[config.mk]
export PLATFORM = sky130hd
export DESIGN_NAME = fifo_uart_tx_flat
export DESIGN_NICKNAME = d
export VERILOG_FILES = /design/src/rtl/fifo_uart_tx_if.sv /design/src/rtl/fifo_uart_tx.sv /design/src/flat_wrapper.sv
export SDC_FILE = /design/constraint.sdc
export NUM_CORES = 1
export LEC_CHECK = 0
export CAP_MARGIN = 20
export CORE_MARGIN = 2
export CORE_UTILIZATION = 42
export DETAILED_ROUTE_END_ITERATION = 12
export PLACE_DENSITY = 0.69
export SYNTH_ARGS = -nofsm -noshare
export SYNTH_HDL_FRONTEND = slang
export SYNTH_SLANG_ARGS = --single-unit
export TNS_END_PERCENT = 20
[constraint.sdc]
create_clock -name clk -period 2.2 [get_ports clk]
set_clock_uncertainty 0.1 [all_clocks]
set_input_delay 0.33 -clock clk [delete_from_list [all_inputs] [get_ports clk]]
set_output_delay 0.33 -clock clk [all_outputs]
set_load 0.005 [all_outputs]
[src/rtl/fifo_uart_tx_if.sv]
// FIFO read-port bundle between fifo_sync_8x8 and the UART transmitter.
// The consumer (transmitter) is the master: it issues pops and reads data.
interface fifo_uart_tx_if;
  logic       fifo_empty;
  logic [7:0] fifo_d_out;
  logic       fifo_rd_en;

  modport master (
    output fifo_rd_en,
    input  fifo_empty,
    input  fifo_d_out
  );

  modport slave (
    input  fifo_rd_en,
    output fifo_empty,
    output fifo_d_out
  );
endinterface

[src/rtl/fifo_uart_tx.sv]
// Drains bytes from a registered-read FIFO and serialises each one as a UART
// frame: start bit, 8 data bits LSB first, optional even parity, one stop bit.
module fifo_uart_tx #(
  parameter int unsigned CLKS_PER_BIT = 16,
  parameter int unsigned PARITY_EN    = 0
) (
  input  logic                  clk,
  input  logic                  rst,
  input  logic                  tx_en,
  fifo_uart_tx_if.master        fifo,
  output logic                  tx,
  output logic                  busy,
  output logic                  byte_done,
  output logic [15:0]           frames_sent
);

  localparam logic [15:0] LastCnt = 16'(CLKS_PER_BIT - 1);
  // byte_done is registered, so it is raised one cycle before the last stop cycle.
  localparam logic [15:0] PenCnt  = 16'(CLKS_PER_BIT - 2);

  typedef enum logic [2:0] {
    StIdle,
    StPop,
    StLoad,
    StStart,
    StData,
    StParity,
    StStop
  } state_e;

  state_e      state_q;
  logic [15:0] cnt_q;
  logic [2:0]  bit_idx_q;
  logic [7:0]  shift_q;
  logic        parity_q;
  logic        tx_q;
  logic        rd_en_q;
  logic        busy_q;
  logic        byte_done_q;
  logic [15:0] frames_q;

  assign fifo.fifo_rd_en = rd_en_q;
  assign tx              = tx_q;
  assign busy            = busy_q;
  assign byte_done       = byte_done_q;
  assign frames_sent     = frames_q;

  // Frame sequencer; every output is set on the edge that enters the state it belongs to.
  always_ff @(posedge clk) begin
    if (rst) begin
      state_q     <= StIdle;
      cnt_q       <= 16'd0;
      bit_idx_q   <= 3'd0;
      shift_q     <= 8'd0;
      parity_q    <= 1'b0;
      tx_q        <= 1'b1;
      rd_en_q     <= 1'b0;
      busy_q      <= 1'b0;
      byte_done_q <= 1'b0;
      frames_q    <= 16'd0;
    end else begin
      rd_en_q     <= 1'b0;
      byte_done_q <= 1'b0;
      unique case (state_q)
        StIdle: begin
          if (tx_en && !fifo.fifo_empty) begin
            state_q <= StPop;
            rd_en_q <= 1'b1;
            busy_q  <= 1'b1;
          end
        end
        StPop: begin
          state_q <= StLoad;
        end
        StLoad: begin
          // Read data is valid only now, one cycle after the pop.
          shift_q  <= fifo.fifo_d_out;
          parity_q <= ^fifo.fifo_d_out;
          cnt_q    <= 16'd0;
          tx_q     <= 1'b0;
          state_q  <= StStart;
        end
        StStart: begin
          if (cnt_q == LastCnt) begin
            cnt_q     <= 16'd0;
            bit_idx_q <= 3'd0;
            tx_q      <= shift_q[0];
            state_q   <= StData;
          end else begin
            cnt_q <= cnt_q + 16'd1;
          end
        end
        StData: begin
          if (cnt_q == LastCnt) begin
            cnt_q <= 16'd0;
            if (bit_idx_q == 3'd7) begin
              if (PARITY_EN != 0) begin
                tx_q    <= parity_q;
                state_q <= StParity;
              end else begin
                tx_q    <= 1'b1;
                state_q <= StStop;
              end
            end else begin
              shift_q   <= shift_q >> 1;
              tx_q      <= shift_q[1];
              bit_idx_q <= bit_idx_q + 3'd1;
            end
          end else begin
            cnt_q <= cnt_q + 16'd1;
          end
        end
        StParity: begin
          if (cnt_q == LastCnt) begin
            cnt_q   <= 16'd0;
            tx_q    <= 1'b1;
            state_q <= StStop;
          end else begin
            cnt_q <= cnt_q + 16'd1;
          end
        end
        StStop: begin
          if (cnt_q == PenCnt) begin
            byte_done_q <= 1'b1;
          end
          if (cnt_q == LastCnt) begin
            cnt_q    <= 16'd0;
            frames_q <= frames_q + 16'd1;
            if (tx_en && !fifo.fifo_empty) begin
              state_q <= StPop;
              rd_en_q <= 1'b1;
            end else begin
              state_q <= StIdle;
              busy_q  <= 1'b0;
            end
          end else begin
            cnt_q <= cnt_q + 16'd1;
          end
        end
        default: begin
          state_q <= StIdle;
        end
      endcase
    end
  end

endmodule

[src/flat_wrapper.sv]
// flat-port wrapper written by rule: the top's interface ports become plain ports
module fifo_uart_tx_flat 
#(
  parameter int unsigned CLKS_PER_BIT = 16,
  parameter int unsigned PARITY_EN    = 0
)
  (clk, rst, tx_en, tx, busy, byte_done, frames_sent, fifo_fifo_rd_en, fifo_fifo_empty, fifo_fifo_d_out);
  fifo_uart_tx_if fifo_i ();
  input  logic clk;
  input  logic rst;
  input  logic tx_en;
  output logic tx;
  output logic busy;
  output logic byte_done;
  output logic [15:0] frames_sent;
  output wire logic [$bits(fifo_i.fifo_rd_en)-1:0] fifo_fifo_rd_en;
  input wire logic [$bits(fifo_i.fifo_empty)-1:0] fifo_fifo_empty;
  input wire logic [$bits(fifo_i.fifo_d_out)-1:0] fifo_fifo_d_out;
  assign fifo_fifo_rd_en = fifo_i.fifo_rd_en;
  assign fifo_i.fifo_empty = fifo_fifo_empty;
  assign fifo_i.fifo_d_out = fifo_fifo_d_out;
  fifo_uart_tx #(.CLKS_PER_BIT(CLKS_PER_BIT), .PARITY_EN(PARITY_EN)) u_core (.clk(clk), .rst(rst), .tx_en(tx_en), .fifo(fifo_i), .tx(tx), .busy(busy), .byte_done(byte_done), .frames_sent(frames_sent));
endmodule
* Word level (Yosys, flattened, before mapping)
Index checks and enable logic that the tools add are counted.
** Word-level totals
- Output and inout port bits :: 20
- Register bits after elaboration :: 50
- Input bits :: 12
** Cells by class
- Bitwise operators :: 1
- Eq/ne operators :: 17
- $add $sub $neg :: 3
- Muxes and demuxes :: 30
- Reductions and logical operators :: 16
** Operators by type and width (count)
- $add A16 B1 Y16 const B :: 2
- $eq A16 B4 Y1 const B :: 2
- $pmux W16 S2 :: 1
- $mux W3 :: 9
- $pmux W3 S7 :: 1
- $mux W16 :: 1
- $mux W8 :: 2
- $pmux W8 S2 :: 1
- $eq A3 B3 Y1 const B :: 4
- $ne A2 B1 Y1 const B :: 6
- $reduce_and A4 Y1 :: 3
- $mux W1 :: 11
- $reduce_bool A2 Y1 :: 4
- $eq A3 B2 Y1 const B :: 2
- $pmux W3 S2 :: 1
- $reduce_and A6 Y1 :: 1
- $ne A2 B2 Y1 const B :: 2
- $pmux W1 S2 :: 2
- $pmux W1 S4 :: 1
- $reduce_bool A4 Y1 :: 1
- $reduce_or A4 Y1 :: 1
- $add A3 B1 Y3 const B :: 1
- $eq A3 B1 Y1 const B :: 1
- $logic_not A3 Y1 :: 1
- 6 further kinds :: 6

* Longest topological paths before layout
- Depth in word-level cells :: 5
- Mapped depth :: 7
- Depth with buffers taken out :: 7

* Worst setup path after synthesis
Ideal clock, no wire load.
- Path kind :: reg-to-reg
- Start point :: reg u_core.cnt_q[11]
- End point :: reg u_core.busy_q (netlist: u_core.busy)
- Arrival :: 1.904 ns
- Stages on the path, launching flop included :: 6
- Data required time :: 1.977 ns
- Path slack :: 0.073 ns
- Cells stage by stage :: dfxtp_1 -> or4_4 -> or4_1 -> buf_2 -> nor4_1 -> nor3_1
** On the way
- Longest elaborated chain between the ends :: 3
** Ends and longest elaborated chain
- start: declaration :: RTL line fifo_uart_tx.sv:32 : logic [15:0] cnt_q;
- start signal: assignment :: RTL line fifo_uart_tx.sv:90 : cnt_q <= cnt_q + 16'd1;
- start signal: assignment :: RTL line fifo_uart_tx.sv:110 : cnt_q <= cnt_q + 16'd1;
- start signal: assignment :: RTL line fifo_uart_tx.sv:119 : cnt_q <= cnt_q + 16'd1;
- $eq A16 B4 Y1 :: RTL line fifo_uart_tx.sv:126 : if (cnt_q == LastCnt) begin
- $ne A2 B1 Y1 (no source line)
- $reduce_and A4 Y1 (no source line)
- end signal: assignment :: RTL line fifo_uart_tx.sv:58 : busy_q <= 1'b0;
- end signal: assignment :: RTL line fifo_uart_tx.sv:69 : busy_q <= 1'b1;
- end signal: assignment :: RTL line fifo_uart_tx.sv:134 : busy_q <= 1'b0;
- end: declaration :: RTL line fifo_uart_tx.sv:38 : logic busy_q;
Every way passes these cells.
A chain may end at the register's enable or synchronous reset.

* Worst setup path after layout
- Start point :: reg u_core.cnt_q[14]
- End point :: reg u_core.frames_q[15] (netlist: u_core.frames_sent[15])
** On the way
- Longest elaborated chain between the ends :: 2
** Ends and longest elaborated chain
- $eq A16 B4 Y1 :: RTL line fifo_uart_tx.sv:126
- $reduce_and A2 Y1 (no source line)
- end signal: assignment :: RTL line fifo_uart_tx.sv:128 : frames_q <= frames_q + 16'd1;
- end: declaration :: RTL line fifo_uart_tx.sv:40 : logic [15:0] frames_q;
Every way passes these cells.

==> results.sh <==
export IMPL_outcome="finished with violations"
export IMPL_violations="negative setup slack"
export IMPL_syn_nets=317
export IMPL_drt_first_iter_violations=106
export IMPL_synth_edf_count=0
export IMPL_nNetsFinal=386
export IMPL_htree_levels=2
export IMPL_grt_max_degree=24
export IMPL_num_rows=28
export IMPL_path_buf_inv=1
export IMPL_path_delay_family="simple AND/OR/NAND/NOR gates"
export IMPL_finalCritPeriodShare_pct=100
export IMPL_vdd_drop_max_mv=0.345
export IMPL_synthArstFlopShare_pct=0
export IMPL_setup_slack_ns=-0.0101
export IMPL_syn_inst=300
export IMPL_pre_cts_ws_ns=-0.111
export IMPL_drive_above_1_share_pct=22.2
export IMPL_postPlaceCellArea_um2=3180
export IMPL_gp_congestion=0.844
export IMPL_clkTransAtPathRegs_ns=0.10
export IMPL_finalPower_mw=1.97
export IMPL_seq_area_frac_synth_pct=39.0
export IMPL_wire_per_inst_um=13.5
export IMPL_cp_start_kind="flop"
export IMPL_synth_area_top_cells="dfxtp_1 39%, nor2_1 5.6%, a21oi_1 4.3%"
export IMPL_fin_crit_ns=2.21
export IMPL_ant_nets=0
export IMPL_vias=2405
export IMPL_clk_latency_ns=0.32
export IMPL_grt_usage_pct=18.7
export IMPL_synthFlopType="dfxtp_1"
export IMPL_crit_chain="or4_4, nor4_4, buf_6, nand4_4, or3_4, a21oi_2"
export IMPL_hpwl_mm=4.40
export IMPL_cts_made_buffers=5
export IMPL_boundaryPins=32
export IMPL_synth_top_cell_by_area="dfxtp_1"
export IMPL_instances_no_fill=445
export IMPL_ys_types=51
export IMPL_netlist_area_um2=2560
export IMPL_cts_max_path_buffers=2
export IMPL_maxSlewViolCount=0
export IMPL_grt_pass1_vias=2251
export IMPL_synth_warnings=0
export IMPL_cp_slowest_stage_delay_ns=0.58
export IMPL_crit_required_ns=2.35
export IMPL_path_class="reg -> reg"
export IMPL_tightestPinTransition_ns=0.616
export IMPL_diodes=0
export IMPL_drt_pass1_iter_count=4
export IMPL_cts_tree="built"
export IMPL_setup_viol=1
export IMPL_tns_ns=-0.0101
export IMPL_grt_ovfl_total=0
export IMPL_die_h_um=82.1
export IMPL_cts_root_buf="clkbuf_8"
export IMPL_area_growth_pct=33.7
export IMPL_worstPathMaxFanout=6
export IMPL_p_leak_nw=1.25
export IMPL_postLayoutCellArea_um2=3430
export IMPL_drv_cap=0
export IMPL_initial_core_util_pct=43.3
export IMPL_rrSetupSlack_ns=-0.01
export IMPL_final_common_cell="dfxtp_1"
export IMPL_port_buffers=31
export IMPL_die_area_um2=6750
export IMPL_hold_path_class="reg -> reg"
export IMPL_via_per_inst=5.40
export IMPL_die_w_um=82.1
export IMPL_core_area_um2=5920
export IMPL_fmax_mhz=452
export IMPL_final_core_util_pct=57.9
export IMPL_cp_arrival_ns=2.36
export IMPL_final_hold_violation_count=0
export IMPL_crit_slowest_cell="or4_4"
export IMPL_layout_common_cells="48 x dfxtp_1, 44 x buf_4, 38 x nor2_1"
export IMPL_grt_pass1_wl_mm=9.92
export IMPL_netlist_area_leader_share_pct=39.0
export IMPL_clock_sinks=50
export IMPL_power_density_nw_per_um2=576
export IMPL_end_kind="flop"
export IMPL_finalWirelength_mm=5.99
export IMPL_syn_area_per_cell_um2=8.55
export IMPL_holdWs_ns=0.361
export IMPL_dpl_cell_count=430
export IMPL_rsz0062_at_grt="yes"
export IMPL_synth_seq_cells=50
export IMPL_antenna_found_initial=0
export IMPL_drc=0
export IMPL_relSlewSlack_pct=58.7
==> layer usage <==
| metal | GRT usage [%] | part of all wire, % | vias up |
|---|---|---|---|
| li1 | - | - | 1216 |
| met1 | 23.1 | 46 | 1145 |
| met2 | 32.9 | 50 | 35 |
| met3 | 3.59 | 2.7 | 9 |
| met4 | 5.67 | 1.5 | 0 |
| met5 | 0 | 0 | - |
==> what timing repair did <==
action,in CTS,in global routing
hold buffers,0,0
cloned,0,0
gates resized for setup,4,15
setup buffers,3,4
pin swaps,4,16
setup endpoints to repair,18,28
==> sequential cells by signal, indices dropped and copies added, names as in the netlist <==
register	flops
u_core.cnt_q	16
u_core.byte_done	1
u_core.busy	1
u_core.fifo.fifo_rd_en	1
u_core.tx	1
u_core.shift_q	8
u_core.frames_sent	16
u_core.bit_idx_q	3
u_core.state_q	3
==> layout make-up <==
type	count	area [um^2]
clock buffer	5	68.8
clock inverter	3	47.5
fill	522	2490
inverter	6	22.5
multi-input combinational	227	1510
sequential	50	1000
tap	75	93.8
timing repair buffer	79	686
==> synth_stat cells (all sizes together) (8+ instances only) <==
library cell,instances
a31oi,8
nor2,39
nand2,19
a21oi,22
nor3,10
or3,10
xor2,10
clkbuf,11
dfxtp,50
mux2i,9
o21ai,16
xnor2,8
nand4,15
==> worst min-delay path, stage by stage, from the launching register on <==
cell and delay (ns):
dfxtp_1 0.33, nand2_1 0.05, a21oi_1 0.05
==> final timing paths <==
check	to	from	cells after the start
hold reg to reg	u_core.bit_idx_q[2]	u_core.bit_idx_q[2]	2
setup reg to reg	u_core.frames_sent[15]	u_core.cnt_q[14]	6
hold / removal	u_core.bit_idx_q[2]	u_core.bit_idx_q[2]	2
setup / recovery	u_core.frames_sent[15]	u_core.cnt_q[14]	6
==> cell families (layout without fill, tap and decap cells) <==
family | after synthesis | in the layout | synth area share (%)
and+or+nand+nor | 134 | 134 | 29.7
AOI/OAI and AO/OA | 61 | 61 | 14.2
DFF | 50 | 50 | 39.0
buffers and inverters | 23 | 93 | 4.93
xor gates and xnor gates | 18 | 18 | 6.15
muxes | 9 | 9 | 3.51
adders and majority gates | 5 | 5 | 2.44
==> power by group <==
part           internal, mW  switching (mW)
Sequential            0.949          0.0332
Combinational         0.149           0.169
Clock                 0.345           0.329
Total                  1.44           0.531
No activity file was read; power rests on OpenSTA's default activity.
